### config.mk
export PLATFORM = sky130hd
export DESIGN_NAME = fetcher
export DESIGN_NICKNAME = d
export VERILOG_FILES = /design/src/rtl/fetcher.sv
export SDC_FILE = /design/constraint.sdc
export NUM_CORES = 1
export LEC_CHECK = 0
export ABC_AREA = 1
export BUFFER_PORTS_ARGS = -buffer_cell sky130_fd_sc_hd__buf_2
export CORE_ASPECT_RATIO = 0.7
export CORE_MARGIN = 2
export CORE_UTILIZATION = 46
export CTS_CLUSTER_DIAMETER = 120
export DETAILED_ROUTE_END_ITERATION = 10
export PLACE_DENSITY = 0.94
export SLEW_MARGIN = 20
export SYNTH_ARGS = -nofsm -noshare
export SYNTH_HDL_FRONTEND = slang
export SYNTH_SLANG_ARGS = --single-unit
### constraint.sdc
create_clock -name clk -period 2.7 [get_ports clk]
set_input_delay 0.135 -clock clk [delete_from_list [all_inputs] [get_ports clk]]
set_output_delay 0.135 -clock clk [all_outputs]
set_load 0.005 [all_outputs]
### src/rtl/fetcher.sv
// Instruction fetch stage: latches pc, reads program memory over a
// req/resp handshake and holds the instruction until the control unit
// advances.
// Ports: clk, reset (sync, active-high), cu_state, pc,
//   mem_req_valid/addr/ready, mem_resp_valid/data,
//   instruction, fetch_done, fetcher_state.
// Optional: define FETCHER_REUSE_EN to skip memory on a refetch of the
//   last fetched address (one-entry tag).
module fetcher #(
  parameter int PC_ADDR_WIDTH = 8,
  parameter int INSTR_WIDTH   = 16
) (
  input  logic                     clk,
  input  logic                     reset,
  input  logic [3:0]               cu_state,
  input  logic [PC_ADDR_WIDTH-1:0] pc,
  output logic                     mem_req_valid,
  output logic [PC_ADDR_WIDTH-1:0] mem_req_addr,
  input  logic                     mem_req_ready,
  input  logic                     mem_resp_valid,
  input  logic [INSTR_WIDTH-1:0]   mem_resp_data,
  output logic [INSTR_WIDTH-1:0]   instruction,
  output logic                     fetch_done,
  output logic [1:0]               fetcher_state
);

  localparam logic [3:0] CU_FETCH  = 4'd1;
  localparam logic [3:0] CU_UPDATE = 4'd6;

  typedef enum logic [1:0] {
    IDLE      = 2'd0,
    REQUEST   = 2'd1,
    WAIT_RESP = 2'd2,
    DONE      = 2'd3
  } state_t;

  state_t state;
  state_t state_n;
  logic   reuse_hit;
  logic   start;
  logic   capture;

  assign start   = (state == IDLE) && (cu_state == CU_FETCH);
  assign capture = (state == WAIT_RESP) && mem_resp_valid;

`ifdef FETCHER_REUSE_EN
  logic [PC_ADDR_WIDTH-1:0] tag_addr;
  logic                     tag_valid;

  assign reuse_hit = tag_valid && (tag_addr == pc);

  // Tag records the address of every completed memory fetch.
  always_ff @(posedge clk) begin
    if (reset) begin
      tag_valid <= 1'b0;
      tag_addr  <= '0;
    end else if (capture) begin
      tag_valid <= 1'b1;
      tag_addr  <= mem_req_addr;
    end
  end
`else
  assign reuse_hit = 1'b0;
`endif

  always_comb begin
    state_n = state;
    unique case (state)
      IDLE: begin
        if (cu_state == CU_FETCH)
          state_n = reuse_hit ? DONE : REQUEST;
      end
      REQUEST: begin
        if (mem_req_ready)
          state_n = WAIT_RESP;
      end
      WAIT_RESP: begin
        if (mem_resp_valid)
          state_n = DONE;
      end
      DONE: begin
        if (cu_state == CU_UPDATE)
          state_n = IDLE;
      end
    endcase
  end

  always_ff @(posedge clk) begin
    if (reset) begin
      state        <= IDLE;
      mem_req_addr <= '0;
      instruction  <= '0;
    end else begin
      state <= state_n;
      // Address is frozen from the start edge until the next fetch.
      if (start)
        mem_req_addr <= pc;
      if (capture)
        instruction <= mem_resp_data;
    end
  end

  assign mem_req_valid = (state == REQUEST);
  assign fetch_done    = (state == DONE);
  assign fetcher_state = state;

endmodule

==> impl_metrics.csv <==
group,metric,value,unit
run_status,run_status,"completed",
route,wl_per_cell,9.81,um
setup_path,reg2reg_from,"fetcher_state[0]$_SDFFE_PP0P_",
setup_path,cp_top_family,"simple AND/OR/NAND/NOR gates",
route,final_antenna_net_count,0,
global_route,grt_pass1_vias,842,
power,powerDensity,747,nW/um2
setup_path,end_kind,"flip-flop",
logic_synthesis,synthSimpleGateAreaFrac,0.212,
route,wl,2270,um
timing,tns,0,ps
min_path,min_path_type,"input pin to flip-flop",
floorplan,die-area,2780,um2
cells_and_area,multi_input_area,465,um2
timing,fmax,713,MHz
min_path,hold-path-endpoint,"instruction[8]$_SDFFE_PP0P_",
logic_synthesis,synth_top_area_frac,0.478,
cells_and_area,nets,237,
logic_synthesis,ys_seq_area_frac,0.478,
cts,root_buffer,"clkbuf_4",
route,remaining_drc_errors,0,
timing,fin_skew,6.08,ps
global_route,grt_usage,0.170,
floorplan,die_h,44.7,um
setup_path,slowest_delay,390,ps
logic_synthesis,synth_top_family_by_area,"simple AND/OR/NAND/NOR gates",
floorplan,die_w,62.2,um
cts,cts-resized-gates,0,
timing,final_hold_viol_count,0,
cells_and_area,num-fill-cells,189,
logic_synthesis,synthMuxAreaShare,0,
global_route,antenna_found_initial,0,
cts,tritoncts,"done",
placed_design,post_dp_cell_area,1390,um2
placed_design,gp_congestion,0.691,
cells_and_area,antennaDiodeCount,0,
timing,setup_viol,0,
timing,timing.final.ws_setup,1300,ps
setup_path,path_cells,"inv_1 > ha_1 > nand2_2 > inv_2 > nor2_1 > nor2_1",
power,peakVddDrop,342,uV
cells_and_area,final_area,1450,um2
logic_synthesis,synth_cell_type_count,21,
global_route,grt_pass1_wl,3690,um
logic_synthesis,synth_xor_xnor_area_share,0,
logic_synthesis,synthAdderAreaFrac,0.0574,
route,drt_pre_antenna_iters,4,
setup_path,ff2ff_path_depth,6,
cts,htreeDepth,1,
timing,rsz0062_at_grt,"no",
logic_synthesis,synthCells,141,
cts,cts_buffers,3,
setup_path,crit_path_max_fanout,17,
min_path,hold_start,"mem_resp_data[8]",
cells_and_area,drive_above_1_share,0.367,
setup_path,path_buf_inv,2,
placed_design,numPortBuffers,59,
setup_path,critical_path_class,"flip-flop to flip-flop",
placed_design,place_ws,1270,ps
logic_synthesis,synth_compound_gate_area_share,0.157,
timing,drv_slew,0,
cts,clkTransAtPathRegs,140,ps
power,p_leak,0.000737,uW
setup_path,crit_required,2930,ps
route,drt-initial-drc-count,72,
logic_synthesis,ys_top_cells_by_area,"dfxtp_1 48%, nor2_1 12%, o21ai_0 9.6%, inv_1 6.2%, ha_1 5.7%",
cts,clock_sinks,26,
min_path,holdPathStages,3,
logic_synthesis,synth.ff_latch_count,26,
cells_and_area,area_growth,32.6,%
placed_design,hpwl,1710,um
setup_path,slowest_stage,"dfxtp_1",
global_route,grt_max_degree,27,
cts,cts_setup_buffers,0,
logic_synthesis,synth_area,1090,um2
cts,cts_hold_buf,0,
setup_path,worstSetupStartpointType,"flip-flop",
setup_path,r2r_end,"instruction[7]$_SDFFE_PP0P_",
timing,fin_crit_sh,0.520,
setup_path,crit_cells,6,
flow_run,max-cap-violations,0,
route,dr_total_vias,1033,
timing,max_slew_margin,0.577,
logic_synthesis,syn_area_per_cell,7.73,um2
setup_path,worstPathArrival,1630,ps
logic_synthesis,syn-num-nets,178,
logic_synthesis,yosys_warnings,0,
route,viasPerCell,4.47,
floorplan,core_area,2190,um2
global_route,grt_overflow,0,
power,finalPower,1080,uW
logic_synthesis,synth_top_area_cell,"dfxtp_1",
timing,tightest_slew,634,ps
cts,clock_latency,320,ps
cts,max-clock-path-buffers,2,
floorplan,start_util,0.498,
cells_and_area,seq_area,520,um2
setup_path,r2r_slack,1300,ps
timing,min_period,1400,ps
setup_path,path_common_cell,"nor2_1",
floorplan,io_pins,60,
floorplan,num_rows,14,
[where the power goes]
| part | switching, uW | internal, uW | total [uW] |
|---|---|---|---|
| Combinational | 179 | 149 | 327 |
| Sequential | 36.0 | 453 | 489 |
| Clock | 112 | 150 | 262 |
[layer usage]
layer / GRT usage / share of wire / wire [um]
met2: 0.274 / 0.41 / 925
met4: 0.0400 / 0 / 0
met5: 0 / 0 / 0
met1: 0.217 / 0.50 / 1140
met3: 0.0748 / 0.089 / 201
[flip-flops by register name, indices dropped and copies added, names as in the netlist]
register and flops:
fetcher_state 2, instruction 16, mem_req_addr 8
[cell usage after synthesis, drive strengths merged]
master  count
a21oi       8
ha          5
dfxtp      26
buf         3
inv        19
clkbuf      2
nand2      11
nor2       38
nand4       2
nand3       3
o21ai      24
[final cells by class]
| class | count | area share |
|---|---|---|
| Tap cell | 32 | 0.0277 |
| Timing Repair Buffer | 59 | 0.204 |
| Clock buffer | 3 | 0.0156 |
| Sequential cell | 26 | 0.360 |
| Inverter | 19 | 0.0494 |
| Multi-Input combinational cell | 91 | 0.322 |
| Clock inverter | 1 | 0.0208 |
[worst max-delay path by stage]
stage / start / endpoint / slack [ps]
4_1_cts: fetcher_state[0]$_SDFFE_PP0P_ / instruction[7]$_SDFFE_PP0P_ / 1270
2_1_floorplan: fetcher_state[0]$_SDFFE_PP0P_ / instruction[10]$_SDFFE_PP0P_ / 1440
6_report: fetcher_state[0]$_SDFFE_PP0P_ / instruction[7]$_SDFFE_PP0P_ / 1300
5_1_grt: fetcher_state[1]$_SDFFE_PP0P_ / mem_req_addr[6]$_SDFFE_PP0P_ / 1100
3_5_place_dp: fetcher_state[0]$_SDFFE_PP0P_ / instruction[7]$_SDFFE_PP0P_ / 1270
3_3_place_gp: fetcher_state[0]$_SDFFE_PP0P_ / instruction[3]$_SDFFE_PP0P_ / 1330
[logic make-up (layout without fill, tap and decap cells)]
family | Yosys count | in the layout
DFF | 26 | 26
adders and majority gates | 5 | 5
buffers and inverters | 24 | 82
and+or+nand+nor | 54 | 54
AOI/OAI and AO/OA | 32 | 32
[worst register-to-register path: cells and delay by family (launching register included)]
kind,cells,cell delay [ps]
DFF,1,390
buffers and inverters,2,280
adders and majority gates,1,250
and+or+nand+nor,3,400
[stage by stage]
step	hold WS, ps	util	cells
2_1_floorplan	284	-	141
3_3_place_gp	383	0.636	227
3_5_place_dp	388	0.636	227
4_1_cts	41.4	0.660	231
5_1_grt	10.4	0.660	231
6_report	49.8	0.660	231
[layout by cell type, fill, tap and decap left out]
master	netlist	routed
clkbuf_4	0	3
o21ai_1	1	1
inv_1	18	18
nand2_2	2	2
nand3_2	2	2
nor2_1	36	36
inv_2	1	1
bufinv_16	0	1
o21ai_2	2	2
ha_1	5	5
dfxtp_1	26	26
buf_2	1	59
a21oi_1	7	7
o21ai_0	21	21
nand4_1	2	2
a21oi_2	1	1
nand3_1	1	1
nor2_2	2	2
nand2_1	9	9
(Power assumes the default switching activity.)
